**config.mk**
```make
export PLATFORM = sky130hd
export DESIGN_NAME = pdp8_trace_flat
export DESIGN_NICKNAME = d
export VERILOG_FILES = /design/src/rtl/pdp8_trace_pkg.sv /design/src/rtl/pdp8_trace_if.sv /design/src/rtl/pdp8_trace_ram.sv /design/src/rtl/pdp8_trace.sv /design/src/flat_wrapper.sv
export SDC_FILE = /design/constraint.sdc
export NUM_CORES = 2
export LEC_CHECK = 0
export ABC_AREA = 1
export ABC_CLOCK_PERIOD_IN_PS = 6380
export CELL_PAD_IN_SITES_DETAIL_PLACEMENT = 1
export CELL_PAD_IN_SITES_GLOBAL_PLACEMENT = 1
export CORE_MARGIN = 3
export CORE_UTILIZATION = 40
export DETAILED_ROUTE_END_ITERATION = 12
export DONT_BUFFER_PORTS = 1
export GPL_ROUTABILITY_DRIVEN = 1
export PLACE_DENSITY = 0.64
export SKIP_LAST_GASP = 1
export SLEW_MARGIN = 5
export SYNTH_ARGS = -nofsm -noshare
export SYNTH_HDL_FRONTEND = slang
export SYNTH_SLANG_ARGS = --single-unit
```
**constraint.sdc**
```tcl
create_clock -name clk -period 6.38 [get_ports clk]
set_clock_uncertainty 0.2 [all_clocks]
set_input_delay 1.276 -clock clk [delete_from_list [all_inputs] [get_ports clk]]
set_output_delay 1.276 -clock clk [all_outputs]
set_load 0.02 [all_outputs]
```
**src/rtl/pdp8_trace_pkg.sv**
```systemverilog
// pdp8_trace_pkg: shared definitions for the PDP-8 instruction-trace recorder.
//   ENTRY_W / field offsets : layout of one trace entry {pc, ir, l, ac, ion}
//   trace_state_e           : capture FSM encoding
//   pack_entry()            : builds an entry from the snooped CPU fields
package pdp8_trace_pkg;

    localparam int ENTRY_W = 38;
    localparam int PC_LSB  = 26;
    localparam int IR_LSB  = 14;
    localparam int L_BIT   = 13;
    localparam int AC_LSB  = 1;
    localparam int ION_BIT = 0;

    typedef enum logic [1:0] {
        ST_IDLE  = 2'd0,
        ST_ARMED = 2'd1,
        ST_POST  = 2'd2,
        ST_DONE  = 2'd3
    } trace_state_e;

    function automatic logic [ENTRY_W-1:0] pack_entry(
        input logic [11:0] pc,
        input logic [11:0] ir,
        input logic        l,
        input logic [11:0] ac,
        input logic        ion
    );
        return {pc, ir, l, ac, ion};
    endfunction

endpackage

```
**src/rtl/pdp8_trace_if.sv**
```systemverilog
// pdp8_trace_if: bundle of CPU snoop, control, read-port and status signals
// for the trace recorder.
//   master : drives CPU snoop, arm/stop/config and read requests; sees status
//   slave  : the recorder itself
interface pdp8_trace_if #(
    parameter int DEPTH_LOG2 = 6,
    parameter int STATE_W    = 4,
    parameter int CYCLE_W    = 32
) ();
    // CPU snoop
    logic [STATE_W-1:0]    cpu_state;
    logic [11:0]           cpu_pc;
    logic [11:0]           cpu_mb;
    logic                  cpu_l;
    logic [11:0]           cpu_ac;
    logic                  cpu_ion;
    // control
    logic                  arm;
    logic                  stop;
    logic                  wrap_en;
    logic                  trig_pc_en;
    logic [11:0]           trig_pc;
    logic [DEPTH_LOG2:0]   post_count;
    // read port
    logic                  rd_en;
    logic [DEPTH_LOG2-1:0] rd_addr;
    logic [37:0]           rd_data;
    logic                  rd_valid;
    logic                  rd_err;
    // status
    logic                  busy;
    logic                  done;
    logic                  triggered;
    logic [DEPTH_LOG2:0]   entries;
    logic [CYCLE_W-1:0]    cycle_count;

    modport master (
        output cpu_state, cpu_pc, cpu_mb, cpu_l, cpu_ac, cpu_ion,
               arm, stop, wrap_en, trig_pc_en, trig_pc, post_count,
               rd_en, rd_addr,
        input  rd_data, rd_valid, rd_err, busy, done, triggered, entries, cycle_count
    );

    modport slave (
        input  cpu_state, cpu_pc, cpu_mb, cpu_l, cpu_ac, cpu_ion,
               arm, stop, wrap_en, trig_pc_en, trig_pc, post_count,
               rd_en, rd_addr,
        output rd_data, rd_valid, rd_err, busy, done, triggered, entries, cycle_count
    );
endinterface

```
**src/rtl/pdp8_trace_ram.sv**
```systemverilog
// pdp8_trace_ram: simple dual-port trace buffer, one write port and one
// synchronous read port (latency 1, read-before-write on address collision).
//   clk           : clock
//   wr_en_i       : write strobe, wr_addr_i / wr_data_i
//   rd_en_i       : read strobe, rd_addr_i -> rd_data_o on the next cycle
module pdp8_trace_ram #(
    parameter int ADDR_W = 6,
    parameter int DATA_W = 38
) (
    input  logic              clk,
    input  logic              wr_en_i,
    input  logic [ADDR_W-1:0] wr_addr_i,
    input  logic [DATA_W-1:0] wr_data_i,
    input  logic              rd_en_i,
    input  logic [ADDR_W-1:0] rd_addr_i,
    output logic [DATA_W-1:0] rd_data_o
);
    logic [DATA_W-1:0] mem_q [2**ADDR_W];
    logic [DATA_W-1:0] rd_data_q;

    // NOTE: the array has no reset so it maps onto block RAM; stale contents
    // are never exposed because the top masks reads beyond the valid entries.
    always_ff @(posedge clk) begin
        if (wr_en_i) begin
            mem_q[wr_addr_i] <= wr_data_i;
        end
        // NOTE: non-blocking assignments make a same-address read see the old
        // word, which is the read-before-write behaviour block RAM provides.
        if (rd_en_i) begin
            rd_data_q <= mem_q[rd_addr_i];
        end
    end

    assign rd_data_o = rd_data_q;
endmodule

```
**src/rtl/pdp8_trace.sv**
```systemverilog
// pdp8_trace: instruction-trace recorder for the PDP-8 core. Logs one entry
// {pc, ir, l, ac, ion} per entry into the fetch state into a circular buffer,
// with halt / PC-match triggers, post-trigger count, one-shot or wrap mode and
// a saturating fetch counter.
//   clk   : clock, rising edge
//   reset : synchronous, active-high
//   bus   : pdp8_trace_if slave (CPU snoop, control, read port, status)
module pdp8_trace
    import pdp8_trace_pkg::*;
#(
    parameter int                 DEPTH_LOG2  = 6,
    parameter int                 STATE_W     = 4,
    parameter logic [STATE_W-1:0] FETCH_STATE = 4'b0000,
    parameter logic [STATE_W-1:0] HALT_STATE  = 4'b1100,
    parameter int                 CYCLE_W     = 32
) (
    input  logic        clk,
    input  logic        reset,
    pdp8_trace_if.slave bus
);
    localparam int                  DEPTH     = 2**DEPTH_LOG2;
    localparam logic [DEPTH_LOG2:0] DEPTH_CNT = (DEPTH_LOG2+1)'(DEPTH);

    trace_state_e          state_q;
    logic [STATE_W-1:0]    prev_state_q;
    logic [DEPTH_LOG2-1:0] wr_ptr_q;
    logic [DEPTH_LOG2:0]   entries_q, entries_d;
    logic [DEPTH_LOG2:0]   remaining_q;
    logic [CYCLE_W-1:0]    cycle_q, cycle_d;
    logic                  triggered_q;
    logic                  wrap_q;
    logic                  rd_valid_q;
    logic                  rd_err_q, rd_err_d;

    logic                  fetch_evt, trigger, wr_en, fill_done;
    logic [DEPTH_LOG2-1:0] rd_phys;
    logic [ENTRY_W-1:0]    wr_data, ram_rdata;

    // Rising edge into fetch: a multi-cycle fetch produces a single entry.
    assign fetch_evt = (bus.cpu_state == FETCH_STATE) && (prev_state_q != FETCH_STATE);
    assign trigger   = (bus.cpu_state == HALT_STATE) ||
                       (bus.trig_pc_en && fetch_evt && (bus.cpu_pc == bus.trig_pc));

    // arm and stop both pre-empt capture in the cycle they are seen.
    assign wr_en = fetch_evt && !bus.arm && !bus.stop &&
                   ((state_q == ST_ARMED) || (state_q == ST_POST));

    assign entries_d = (entries_q == DEPTH_CNT) ? entries_q : entries_q + 1'b1;
    assign cycle_d   = (&cycle_q) ? cycle_q : cycle_q + 1'b1;
    assign fill_done = wr_en && !wrap_q && (entries_d == DEPTH_CNT);

    assign wr_data = pack_entry(bus.cpu_pc, bus.cpu_mb, bus.cpu_l, bus.cpu_ac, bus.cpu_ion);

    // Once the buffer has filled, wr_ptr points at the oldest entry.
    assign rd_phys  = ((entries_q == DEPTH_CNT) ? wr_ptr_q : '0) + bus.rd_addr;
    assign rd_err_d = ({1'b0, bus.rd_addr} >= entries_q);

    pdp8_trace_ram #(
        .ADDR_W (DEPTH_LOG2),
        .DATA_W (ENTRY_W)
    ) u_ram (
        .clk       (clk),
        .wr_en_i   (wr_en),
        .wr_addr_i (wr_ptr_q),
        .wr_data_i (wr_data),
        .rd_en_i   (bus.rd_en),
        .rd_addr_i (rd_phys),
        .rd_data_o (ram_rdata)
    );

    always_ff @(posedge clk) begin
        if (reset) begin
            state_q      <= ST_IDLE;
            prev_state_q <= ~FETCH_STATE;
            wr_ptr_q     <= '0;
            entries_q    <= '0;
            remaining_q  <= '0;
            cycle_q      <= '0;
            triggered_q  <= 1'b0;
            wrap_q       <= 1'b0;
            rd_valid_q   <= 1'b0;
            rd_err_q     <= 1'b0;
        end else begin
            prev_state_q <= bus.cpu_state;
            rd_valid_q   <= bus.rd_en;
            rd_err_q     <= bus.rd_en && rd_err_d;

            if (bus.arm) begin
                state_q     <= ST_ARMED;
                wr_ptr_q    <= '0;
                entries_q   <= '0;
                remaining_q <= '0;
                cycle_q     <= '0;
                triggered_q <= 1'b0;
                wrap_q      <= bus.wrap_en;
            end else if (bus.stop && (state_q != ST_IDLE)) begin
                state_q <= ST_DONE;
            end else begin
                if (wr_en) begin
                    wr_ptr_q  <= wr_ptr_q + 1'b1;
                    entries_q <= entries_d;
                    cycle_q   <= cycle_d;
                end
                case (state_q)
                    ST_ARMED: begin
                        // The trigger capture itself does not consume post_count.
                        if (trigger) begin
                            triggered_q <= 1'b1;
                            remaining_q <= bus.post_count;
                        end
                        if (fill_done || (trigger && (bus.post_count == '0))) begin
                            state_q <= ST_DONE;
                        end else if (trigger) begin
                            state_q <= ST_POST;
                        end
                    end
                    ST_POST: begin
                        if (wr_en) begin
                            remaining_q <= remaining_q - 1'b1;
                            if ((remaining_q == 1) || fill_done) begin
                                state_q <= ST_DONE;
                            end
                        end
                    end
                    default: ;
                endcase
            end
        end
    end

    assign bus.busy        = (state_q == ST_ARMED) || (state_q == ST_POST);
    assign bus.done        = (state_q == ST_DONE);
    assign bus.triggered   = triggered_q;
    assign bus.entries     = entries_q;
    assign bus.cycle_count = cycle_q;
    assign bus.rd_valid    = rd_valid_q;
    assign bus.rd_err      = rd_err_q;
    assign bus.rd_data     = (rd_valid_q && !rd_err_q) ? ram_rdata : '0;
endmodule

```
**src/flat_wrapper.sv**
```systemverilog
// flat-port wrapper written by rule: the top's interface ports become plain ports
module pdp8_trace_flat import pdp8_trace_pkg::*;
#(
    parameter int                 DEPTH_LOG2  = 6,
    parameter int                 STATE_W     = 4,
    parameter logic [STATE_W-1:0] FETCH_STATE = 4'b0000,
    parameter logic [STATE_W-1:0] HALT_STATE  = 4'b1100,
    parameter int                 CYCLE_W     = 32
)
  (clk, reset, bus_cpu_state, bus_cpu_pc, bus_cpu_mb, bus_cpu_l, bus_cpu_ac, bus_cpu_ion, bus_arm, bus_stop, bus_wrap_en, bus_trig_pc_en, bus_trig_pc, bus_post_count, bus_rd_en, bus_rd_addr, bus_rd_data, bus_rd_valid, bus_rd_err, bus_busy, bus_done, bus_triggered, bus_entries, bus_cycle_count);
  pdp8_trace_if #(.DEPTH_LOG2(DEPTH_LOG2), .STATE_W(STATE_W), .CYCLE_W(CYCLE_W)) bus_i ();
  input  logic clk;
  input  logic reset;
  input wire logic [$bits(bus_i.cpu_state)-1:0] bus_cpu_state;
  input wire logic [$bits(bus_i.cpu_pc)-1:0] bus_cpu_pc;
  input wire logic [$bits(bus_i.cpu_mb)-1:0] bus_cpu_mb;
  input wire logic [$bits(bus_i.cpu_l)-1:0] bus_cpu_l;
  input wire logic [$bits(bus_i.cpu_ac)-1:0] bus_cpu_ac;
  input wire logic [$bits(bus_i.cpu_ion)-1:0] bus_cpu_ion;
  input wire logic [$bits(bus_i.arm)-1:0] bus_arm;
  input wire logic [$bits(bus_i.stop)-1:0] bus_stop;
  input wire logic [$bits(bus_i.wrap_en)-1:0] bus_wrap_en;
  input wire logic [$bits(bus_i.trig_pc_en)-1:0] bus_trig_pc_en;
  input wire logic [$bits(bus_i.trig_pc)-1:0] bus_trig_pc;
  input wire logic [$bits(bus_i.post_count)-1:0] bus_post_count;
  input wire logic [$bits(bus_i.rd_en)-1:0] bus_rd_en;
  input wire logic [$bits(bus_i.rd_addr)-1:0] bus_rd_addr;
  output wire logic [$bits(bus_i.rd_data)-1:0] bus_rd_data;
  output wire logic [$bits(bus_i.rd_valid)-1:0] bus_rd_valid;
  output wire logic [$bits(bus_i.rd_err)-1:0] bus_rd_err;
  output wire logic [$bits(bus_i.busy)-1:0] bus_busy;
  output wire logic [$bits(bus_i.done)-1:0] bus_done;
  output wire logic [$bits(bus_i.triggered)-1:0] bus_triggered;
  output wire logic [$bits(bus_i.entries)-1:0] bus_entries;
  output wire logic [$bits(bus_i.cycle_count)-1:0] bus_cycle_count;
  assign bus_i.cpu_state = bus_cpu_state;
  assign bus_i.cpu_pc = bus_cpu_pc;
  assign bus_i.cpu_mb = bus_cpu_mb;
  assign bus_i.cpu_l = bus_cpu_l;
  assign bus_i.cpu_ac = bus_cpu_ac;
  assign bus_i.cpu_ion = bus_cpu_ion;
  assign bus_i.arm = bus_arm;
  assign bus_i.stop = bus_stop;
  assign bus_i.wrap_en = bus_wrap_en;
  assign bus_i.trig_pc_en = bus_trig_pc_en;
  assign bus_i.trig_pc = bus_trig_pc;
  assign bus_i.post_count = bus_post_count;
  assign bus_i.rd_en = bus_rd_en;
  assign bus_i.rd_addr = bus_rd_addr;
  assign bus_rd_data = bus_i.rd_data;
  assign bus_rd_valid = bus_i.rd_valid;
  assign bus_rd_err = bus_i.rd_err;
  assign bus_busy = bus_i.busy;
  assign bus_done = bus_i.done;
  assign bus_triggered = bus_i.triggered;
  assign bus_entries = bus_i.entries;
  assign bus_cycle_count = bus_i.cycle_count;
  pdp8_trace #(.DEPTH_LOG2(DEPTH_LOG2), .STATE_W(STATE_W), .FETCH_STATE(FETCH_STATE), .HALT_STATE(HALT_STATE), .CYCLE_W(CYCLE_W)) u_core (.clk(clk), .reset(reset), .bus(bus_i));
endmodule
```
; ---- Word-level counts from Yosys, hierarchy flattened
; Memories as Yosys holds them, arrays and structs flattened. A register that Yosys moved wholly into a read port is not among the register bits.
; Cells that the tools add are included.
[op_classes]
addsub = 5
eq_ne = 16
magnitude_cmp = 1
reduce_logical = 35
bitwise_logic = 2
muxes = 15
[op_table]
columns = op, n
row1 = $mux W38, 1
row2 = $add A32 B1 Y32 const B, 1
row3 = $reduce_and A32 Y1, 1
row4 = $mux W7, 3
row5 = $eq A7 B7 Y1 const B, 2
row6 = $pmux W7 S2, 1
row7 = $eq A12 B12 Y1, 1
row8 = $logic_and A1 B1 Y1, 12
row9 = $reduce_and A4 Y1, 3
row10 = $mux W2, 5
row11 = $ne A4 B3 Y1 const B, 2
row12 = $reduce_bool A4 Y1, 2
row13 = $add A7 B1 Y7 const B, 1
row14 = $eq A7 B1 Y1 const B, 1
row15 = $ge A6 B7 Y1, 1
row16 = $logic_not A7 Y1, 1
row17 = $sub A7 B1 Y7 const B, 1
row18 = $add A6 B1 Y6 const B, 1
row19 = $add A6 B6 Y6, 1
row20 = $mux W6, 1
row21 = $reduce_and A3 Y1, 2
row22 = $ne A5 B4 Y1 const B, 1
row23 = $eq A2 B2 Y1 const B, 2
row24 = $eq A4 B4 Y1 const B, 1
row25 = other kinds (15), 26
[totals]
inputBits = 74
wordCells = 86
regBits = 62
mem_count = 1
output_inout_bits = 82
ram_bits = 2432
[memory_table]
columns = memory, depth, word_bits, rd, rd_clocked_by_memory_dff, wr, line_no
row1 = u_core.u_ram.mem_q, 64, 38, 1, 1, 1, pdp8_trace_ram.sv:18  ; logic [DATA_W-1:0] mem_q [2**ADDR_W];

; ---- Longest topological paths before layout
[logic_depth]
ltp_word = 13
depth_mapped = 22

; ---- Hierarchy
; Synthesis repeated with hierarchy kept, for this count alone.
[hier_totals]
hier_cells = 8734
hier_area_um2 = 102653.5
[by_module_without_submodules]
columns = module, area_per_inst_um2, n_inst, cells_each
row1 = pdp8_trace_ram, 98266.7, 1, 8027
row2 = pdp8_trace, 4386.7, 1, 707

; ---- Worst setup path before layout
; Ideal clock, no wire load.
[synth_timing]
path_kind = input port to flip-flop
start = input port bus_cpu_state[1]
end = memory u_core.u_ram.mem_q[63][0] (enable)
arrival_ns = 4.825
path_slack_ns = 0.872
path_stages = 7
cell_sequence = nor2_1 nand2_1 nor3_2 nand2_1 nor2_1 inv_1 nor3_1
[synth_between]
elab_chain_len = 7
[synth_rtl]
columns = element, line_no
row1 = "start, declared", flat_wrapper.sv:14  ; input wire logic [$bits(bus_i.cpu_state)-1:0] bus_cpu_state;
row2 = $logic_not A4 Y1, pdp8_trace.sv:40  ; assign fetch_evt = (bus.cpu_state == FETCH_STATE) && (prev_state_q != FETCH_STATE);
row3 = $logic_and A1 B1 Y1, pdp8_trace.sv:40
row4 = $logic_and A1 B1 Y1 (3 in a row), pdp8_trace.sv:45  ; assign wr_en = fetch_evt && !bus.arm && !bus.stop &&
row5 = $mux W1, pdp8_trace_ram.sv:24  ; if (wr_en_i) begin
row6 = $mux W1 (not written as such), pdp8_trace_ram.sv:25  ; mem_q[wr_addr_i] <= wr_data_i;
row7 = "end, declared", pdp8_trace_ram.sv:18
; No other way between the ends.

; ---- Worst setup path in the final report
[layout_timing]
start = register u_core.entries_q[0], in the netlist u_core.bus.entries[0]
end = register u_core.u_ram.rd_data_q[29], in the netlist u_core.u_ram.rd_data_o[29], read port of u_core.u_ram.mem_q, data pin
[layout_between]
elab_chain_len = 3
[layout_rtl]
columns = element, line_no
row1 = "start, declared", pdp8_trace.sv:27  ; logic [DEPTH_LOG2:0] entries_q, entries_d;
row2 = "start signal, assigned", pdp8_trace.sv:101  ; entries_q <= entries_d;
row3 = $eq A7 B7 Y1, pdp8_trace.sv:55  ; assign rd_phys = ((entries_q == DEPTH_CNT) ? wr_ptr_q : '0) + bus.rd_addr;
row4 = $mux W6, pdp8_trace.sv:55
row5 = $add A6 B6 Y6, pdp8_trace.sv:55
row6 = "end, declared", pdp8_trace_ram.sv:19  ; logic [DATA_W-1:0] rd_data_q;
; No other way between the ends.
; A chain may end at the register's enable or synchronous reset.

==> summary.txt <==
Detailed routing
  • Drt first pass iters: 5
  • Per-cell routed wire length: about 29 um
  • DRT Wirelength: ~340 mm
  • Vias/cell: 5.84
  • Detail Route Antenna Nets: 0
  • DRC viols: 0
  • Vias: 69235
  • Initial DRC Count: about 7300

Floorplanning
  • Initial core utilization: 0.404
  • Core Area: 253000 um2
  • # IOs: around 160
  • Height of the die: 511 um
  • Die area: ~260000 um2
  • FP Rows: 184
  • Chip width: a little over 500 um

Hold path
  • Hold path depth: 0
  • Hold_sp: bus_cpu_pc[6]
  • WHS Endpoint: u_core.u_ram.mem_q[54][32]
  • Worst Hold Class: input port to flop

Power
  • PD cells: 308 nW/um2
  • Pwr Total: between 0.03 and 0.04 W
  • Worst VDD drop: 299 uV
  • P_leak: between 30 and 40 nW

Timing
  • Max Clk Rate: roughly 180 MHz
  • Fin crit period: 5.43 ns
  • Slew margin rel.: 0.202
  • RSZ-0062 raised after global routing: no
  • TNS Setup: 0 ns
  • Worst-margin pin slew: around 1.2 ns
  • Final setup viols: 0
  • Fin. Hold Viols: 0
  • Max Slew Vio Count: 0
  • Period utilization: 0.851

Clock network
  • Root buf cell: clkbuf_16
  • Setup bufs post-CTS: 0
  • CTS tree: yes
  • CTS Hold Buffers Added: 0
  • Clock buffer depth: 4
  • Total clock sinks: roughly 2500
  • CTS Buf Count: between 200 and 300
  • Worst-path clk slew: 0.06 ns
  • H-tree levels: 5
  • PostCTS Resize Cnt: 0
  • Worst skew pair latency: ~0.93 ns

Worst setup path
  • Crit path capture type: flop
  • Startpoint types: flop
  • Critical Path RT: roughly 7 ns
  • Origin of the worst setup path: u_core.bus.entries[0]
  • Crit path DAT: ~5.9 ns
  • Crit Reg-Reg Startpoint: u_core.bus.entries[0]
  • R2r worst-path depth: 20
  • Reg2Reg Setup Slack: 0.95 ns
  • Worst-path maximum fanout: 88
  • WS Path Type: flop to flop
  • Worst r2r dst: u_core.u_ram.rd_data_o[29]

Place
  • PortBufs: 0
  • Hpwl dp: 192 mm
  • Global placer's final weighted congestion: 0.803

Global route
  • Antenna violations before repair: 11
  • GRT overflow: 0
  • Total Routing Usage GR: 0.256
  • Number of global-route vias before repair: ~71000
  • First-pass GRT wire length: 494 mm
  • Largest net degree at the start of global routing: around 250

Synthesis
  • Number of synthesized register bits: about 2500
  • Syn avg cell area: between 10 and 15 um2
  • Synth unique cells: 38
  • Share of Yosys cell area claimed by the top area cell type: 0.727
  • Top-count cell post-synth: edfxtp_1
  • Top post-synthesis cells by area: edfxtp_1 73%, o21ai_0 5.9%, nor2_1 5.2%
  • Fraction of registers with async set/reset: 0
  • Top post-synthesis cells by count: 2470 x edfxtp_1, 1401 x nor2_1, 1204 x o21ai_0, 828 x nand2_1, 608 x o22ai_1
  • Synth Instances: ~8300
  • Number of synthesized flops with an enable pin: 2470
  • Synthesized Nets: 8431
  • Yosys Warn Count: 0
  • Leading area contributor after synthesis: edfxtp_1
  • Top FF cell, synth: edfxtp_1
  • Post-Syn Area: 102000 um2
  • Seq/Total Area, Yosys: 0.739

Job
  • Max-Cap Viols: 0

Layout
  • Synthesis-to-layout area growth: 13.1%
  • Layout cells sized above 1: 0.0788
  • Number of fill cells in the layout: roughly 26000
  • Final nets: 8396

Outcome
  • Outcome: complete, no violations
-- registers in the layout, indices dropped and copies added (netlist names) --
name                    cells
u_core.wr_ptr_q             6
u_core.bus.cycle_count     32
u_core.remaining_q          7
u_core.bus.triggered        1
u_core.bus.entries          7
u_core.state_q              2
u_core.u_ram.mem_q       2432
u_core.bus.rd_valid         1
u_core.bus.rd_err           1
u_core.prev_state_q         4
u_core.u_ram.rd_data_o     38
u_core.wrap_q               1
-- cell usage in the layout (no fill, tap or decap), types with 18 or more instances in the layout --
cell type	count
clkinv_2	37
edfxtp_1	2470
clkbuf_1	72
inv_1	430
o21ai_0	1204
clkinv_1	60
buf_12	68
nor2_4	63
nor2_1	1338
nor3_1	25
nand3_1	232
o21ai_1	381
a21oi_1	51
dfxtp_1	62
buf_4	149
o22ai_1	608
nand2_1	827
xor2_1	18
ha_1	20
clkbuf_16	297
-- power by group --
| part | total (W) | switching, W | internal, W | leakage, nW |
|---|---|---|---|---|
| Sequential | 0.0183 | 0.0000553 | 0.0183 | 22.7 |
| Combinational | 0.00179 | 0.00129 | 0.000504 | 11.2 |
| Clock | 0.0154 | 0.00660 | 0.00884 | 4.15 |
-- how the worst max path moves through the flow --
stage | to | slack (ns)
after floorplan | u_core.u_ram.mem_q[63][0] | 0.87
after global placement | u_core.u_ram.rd_data_o[22] | 1.14
after detailed placement | u_core.u_ram.rd_data_o[29] | 1.16
after CTS | u_core.u_ram.rd_data_o[29] | 1.01
after global routing | u_core.u_ram.rd_data_o[12] | 0.71
final | u_core.u_ram.rd_data_o[29] | 0.95
-- through the flow --
step           cells  hold WS [ns]   util  setup slack (ns)  area (um2)
6_report       11852         0.235  0.457             0.950      115000
3_3_place_gp   11355         0.278  0.423              1.14      107000
5_1_grt        11849         0.183  0.457             0.707      115000
2_1_floorplan   8335         0.245      -             0.872      102000
4_1_cts        11848         0.155  0.457              1.01      115000
3_5_place_dp   11355         0.286  0.423              1.16      107000
-- cells by family (layout without fill, tap and decap cells) --
kind of cell / after synthesis / after routing / synth area share
buffers and inverters: 984 / 1149 / 0.0404
AOI/OAI and AO/OA: 2250 / 2250 / 0.118
other: 0 / 4 / 0
and+or+nand+nor: 2517 / 2517 / 0.0966
DFF: 2532 / 2532 / 0.739
adders and majority gates: 22 / 22 / 0.00277
xor gates and xnor gates: 30 / 30 / 0.00294
-- metal layers --
| metal | global-route usage | part of all wire | wire, um |
|---|---|---|---|
| met4 | 0.0930 | 0.037 | 12600 |
| met5 | 0 | 0.000035 | 12 |
| met3 | 0.0438 | 0.069 | 23800 |
| met2 | 0.418 | 0.47 | 163000 |
| met1 | 0.346 | 0.42 | 144000 |
-- cell type report --
| class | count | area [um2] | area share |
|---|---|---|---|
| sequential | 2532 | 75400 | 0.654 |
| tap | 3348 | 4190 | 0.0363 |
| clock buffer | 371 | 7730 | 0.0670 |
| clock inverter | 122 | 808 | 0.00701 |
| timing repair buffer | 217 | 2480 | 0.0215 |
| inverter | 439 | 1690 | 0.0146 |
| antenna | 4 | 10.0 | 0.0000868 |
| multi-input combinational | 4819 | 23000 | 0.200 |
-- worst max-delay path, stage by stage (launching register included) --
cell	delay, ns
dfxtp_1	0.57
inv_1	0.11
ha_1	0.22
nand2_1	0.09
nor2_2	0.05
nand2_2	0.17
nor2_1	0.10
ha_4	0.17
inv_1	0.08
fa_4	0.81
inv_8	0.62
buf_12	0.35
buf_4	0.26
o21ai_0	0.12
o22ai_1	0.14
inv_1	0.06
o21ai_1	0.19
nand2_1	0.08
nand3_1	0.15
nand2_1	0.26
o21ai_1	0.31
Power figures use the tool's default switching activity.
